### config.mk
export PLATFORM = sky130hd
export DESIGN_NAME = busy_window_gen
export DESIGN_NICKNAME = d
export VERILOG_FILES = /design/src/rtl/busy_window_gen.sv
export SDC_FILE = /design/constraint.sdc
export NUM_CORES = 1
export LEC_CHECK = 0
export ABC_AREA = 0
export CAP_MARGIN = 20
export CORE_AREA = 2 2 39 41
export CTS_BUF_LIST = sky130_fd_sc_hd__clkbuf_16
export CTS_CLUSTER_SIZE = 10
export DETAILED_ROUTE_END_ITERATION = 7
export DIE_AREA = 0 0 41 43
export SYNTH_ARGS = -nofsm -noshare
export SYNTH_HDL_FRONTEND = slang
export SYNTH_SLANG_ARGS = --single-unit
### constraint.sdc
create_clock -name clk -period 1.8 [get_ports clk]
set_input_delay 0.18 -clock clk [delete_from_list [all_inputs] [get_ports clk]]
set_output_delay 0.18 -clock clk [all_outputs]
set_load 0.02 [all_outputs]
### src/rtl/busy_window_gen.sv
// busy_window_gen: turns start pulses into back-to-back windows of BUSY_LEN busy cycles, queuing up to MAX_PENDING starts
module busy_window_gen #(
  parameter int BUSY_LEN = 5,
  parameter int MAX_PENDING = 3,
  localparam int CW = $clog2(BUSY_LEN + 1),
  localparam int PW = $clog2(MAX_PENDING + 1)
) (
  input  logic          clk,
  input  logic          rst,
  input  logic          start,
  output logic          ready,
  output logic          busy,
  output logic          done,
  output logic [PW-1:0] pending,
  output logic          overflow
);
  typedef enum logic {IDLE, BUSY} state_t;
  state_t r_state, w_state_nx;
  logic [CW-1:0] r_cnt, w_cnt_nx;
  logic [PW-1:0] r_pending, w_pending_nx;
  logic r_overflow;
  logic w_accept, w_last, w_inc, w_dec;
  assign ready = r_pending < PW'(MAX_PENDING);
  assign w_accept = start && ready;
  assign w_last = r_cnt == '0;
  // a start landing on the last cycle with nothing queued reloads the window directly
  assign w_inc = w_accept && !(w_last && r_pending == '0);
  assign w_dec = w_last && r_pending != '0;
  assign busy = r_state == BUSY;
  assign done = busy && w_last;
  assign pending = r_pending;
  assign overflow = r_overflow;
  always_comb begin
    w_state_nx = r_state;
    w_cnt_nx = r_cnt;
    w_pending_nx = r_pending;
    if (r_state == IDLE) begin
      w_state_nx = w_accept ? BUSY : IDLE;
      w_cnt_nx = w_accept ? CW'(BUSY_LEN - 1) : '0;
    end else begin
      w_state_nx = (w_last && r_pending == '0 && !w_accept) ? IDLE : BUSY;
      w_cnt_nx = w_last ? ((w_state_nx == IDLE) ? '0 : CW'(BUSY_LEN - 1)) : r_cnt - 1'b1;
      w_pending_nx = r_pending + PW'(w_inc) - PW'(w_dec);
    end
  end
  always_ff @(posedge clk or posedge rst) begin
    if (rst) begin
      r_state <= IDLE;
      r_cnt <= '0;
      r_pending <= '0;
      r_overflow <= 1'b0;
    end else begin
      r_state <= w_state_nx;
      r_cnt <= w_cnt_nx;
      r_pending <= w_pending_nx;
      r_overflow <= r_overflow || (start && !ready);
    end
  end
endmodule

==> results of run 1 <==
-- metal layers --
metal	vias to the layer above	share of wire, %
met5	-	0
met4	0	2.2
met3	3	4.9
met2	7	53
met1	143	40
li1	152	-
-- state kept, by name, indices dropped and copies added (netlist names) --
name / flops
r_cnt: 3
pending: 2
busy: 1
overflow: 1
-- worst max-delay path: stages, from the launching register on --
cell and delay, ps:
dfrtp_2 430, nor3_4 240, nand2_1 100, nand3_2 100, ha_4 200, inv_2 60, ha_4 120, xor2_1 140
nand2_1 80, xnor2_1 200
-- cell families (layout without fill, tap and decap cells) --
kind of cell    count (synthesis)  after routing  share of synthesized area (%)
compound gates                  5              5                           11.3
simple gates                   13             13                           20.3
buf+inv                         3             21                           3.09
xor+xnor                        3              3                           7.22
mux                             1              1                           3.09
flops                           7              7                           48.1
fa+ha+maj                       2              2                           6.87
-- through the flow --
step           util [%]  cell area, µm²
2_1_floorplan         -             364
3_5_place_dp       35.7             494
3_3_place_gp       35.7             494
6_report           46.3             641
4_1_cts            41.8             578
5_1_grt            46.3             641
-- report_power, final --
group | switching, mW | internal, mW
clock | 0.0781 | 0.288
combinational | 0.330 | 0.402
sequential | 0.127 | 0.237
total | 0.535 | 0.927
-- cells in the mapped netlist --
cell,count,area [µm²]
nand3_1,1,5.00
and2_1,1,6.26
nor3b_1,1,7.51
xor2_1,1,8.76
xnor2_1,2,17.5
dfrtp_1,7,175
inv_1,3,11.3
a31o_2,1,8.76
ha_1,2,25.0
nor3_1,1,5.00
nand2_1,5,18.8
a21oi_1,2,10.0
nor2_4,1,11.3
nor2_1,1,3.75
mux2_2,1,11.3
a21boi_1,1,7.51
a221oi_2,1,15.0
nor2b_1,1,6.26
nor3_2,1,10.0
-- final cells by class --
type	instances	area [µm²]
fillers	125	743
multi-input cells	24	229
flip-flops and latches	7	178
repair buffers	14	124
clock buffers	3	75.1
well taps	16	20.0
inverters	3	11.3
clock inverters	1	3.75
-- worst min path at each step --
| stage | depth (start not counted) | slack [ps] | endpoint | from |
|---|---|---|---|---|
| 6_report | 2 | 190 | pending[1] | rst |
| 5_1_grt | 2 | 240 | busy | rst |
| 4_1_cts | 2 | 190 | busy | rst |
| 3_5_place_dp | 2 | 430 | overflow | rst |
| 3_3_place_gp | 2 | 430 | overflow | rst |
| 2_1_floorplan | 1 | -20 | busy | rst |
-- repair_timing --
action | CTS | global route
buffers inserted | 0 | 2
endpoints found under the setup margin | 1 | 1
gates cloned | 0 | 0
pin swaps | 0 | 5
resized for setup | 2 | 11
==> flow_metrics.tcl, run 1 <==
set metrics [dict create \
    hold_violations 0 \
    critPathCapture "pending[1]" \
    drive_above_1_share_pct 42.3 \
    syn2layout_area_growth_pct 75.9 \
    n_antenna_cell 0 \
    wl_per_cell_um 12.4 \
    track_usage_pct 10.5 \
    rrSetupSlack_ps 50 \
    cp-end-kind "flip-flop" \
    tightestPinTransition_ps 323 \
    p_leak_nw 0.277 \
    crit_type "flip-flop to flip-flop" \
    synthCells 34 \
    stdcell_count 68 \
    cts_tree "done" \
    grt_pass1_wl_um 1170 \
    clockBufferDepth 2 \
    die_x_um 41 \
    drt-pass1-iter-count 2 \
    slew_headroom_pct 78.3 \
    vias 305 \
    fp-row-count 14 \
    cp.arrival_ps 1890 \
    setup_ws_ps 45.5 \
    cts_hold_buf 0 \
    syn_avg_cell_area_um2 10.7 \
    root_buffer "clkbuf_16" \
    synth.net_count 39 \
    status "completed" \
    final_common_cell "clkdlybuf4s50_1" \
    max_freq_mhz 570 \
    clock_skew_ps 0.819 \
    use_met2_pct 15.6 \
    setup_violations 0 \
    worstReg2RegEnd "pending[1]" \
    grt_antenna_before_repair 0 \
    fin_crit_sh_pct 97.5 \
    fin_crit_ps 1750 \
    yosysSeqAreaShare_pct 48.1 \
    fin_nets 58 \
    final_cell_mix "clkdlybuf4s50_1, buf_4, nand2_1, dfrtp_1" \
    numCtsBuffers 3 \
    drt-initial-drc-count 1 \
    vdd_drop_max_mv 0.643 \
    detail-route-antenna-nets 0 \
    r2r_start "r_cnt[2]" \
    route.detailed.drc 0 \
    rr_worst_depth 9 \
    post_drt_via_cell_ratio 4.49 \
    die_area_um2 1760 \
    grt_max_degree 9 \
    use_met3_pct 4.71 \
    met1_usage_pct 11.7 \
    die_h_um 43 \
    startpoint "r_cnt[2]" \
    netlist_area_um2 364 \
    wl_um 845 \
    start_kind "flip-flop" \
    grt.busiest_layer "met2" \
    fin_setup_tns_ps 0 \
    grt_pass1_vias 304 \
    dpl.hpwl_um 513 \
    worstPathMaxFanout 4 \
    overflow 0 \
    cts_sinks 7 \
    hold_path_class "input pin to async pin" \
    max-cap-violations 0 \
    ys_ff_latch 7 \
    cts-htree-levels 1 \
    holdWs_ps 190 \
    report.power.total_mw 1.46 \
    pin_count 9 \
    ys_types 19 \
    port-buffer-count 8 \
    place_congestion 0.647 \
    pre_cts_ws_ps 77.1 \
    clock_latency_ps 230 \
    power_density_nw_per_um2 2280 \
    ys_warn_count 0 \
    finalMaxSlewViolations 0 \
    dp_cells 62 \
    clkTransAtPathRegs_ps 30 \
    start_util_pct 26.3 \
    required_ps 1940 \
    coreArea_um2 1380 \
]
Power figures use the tool's default switching activity.
==> inputs of run 2 (changes only) <==
--- a/config.mk
+++ b/config.mk
@@ -6,7 +6,7 @@
 export NUM_CORES = 1
 export LEC_CHECK = 0
 export ABC_AREA = 0
-export CAP_MARGIN = 20
+export CAP_MARGIN = 0
 export CORE_AREA = 2 2 39 41
 export CTS_BUF_LIST = sky130_fd_sc_hd__clkbuf_16
 export CTS_CLUSTER_SIZE = 10
==> results of run 2 <==
Same layout as run 1: the final DEF is identical, and so are final timing and power.
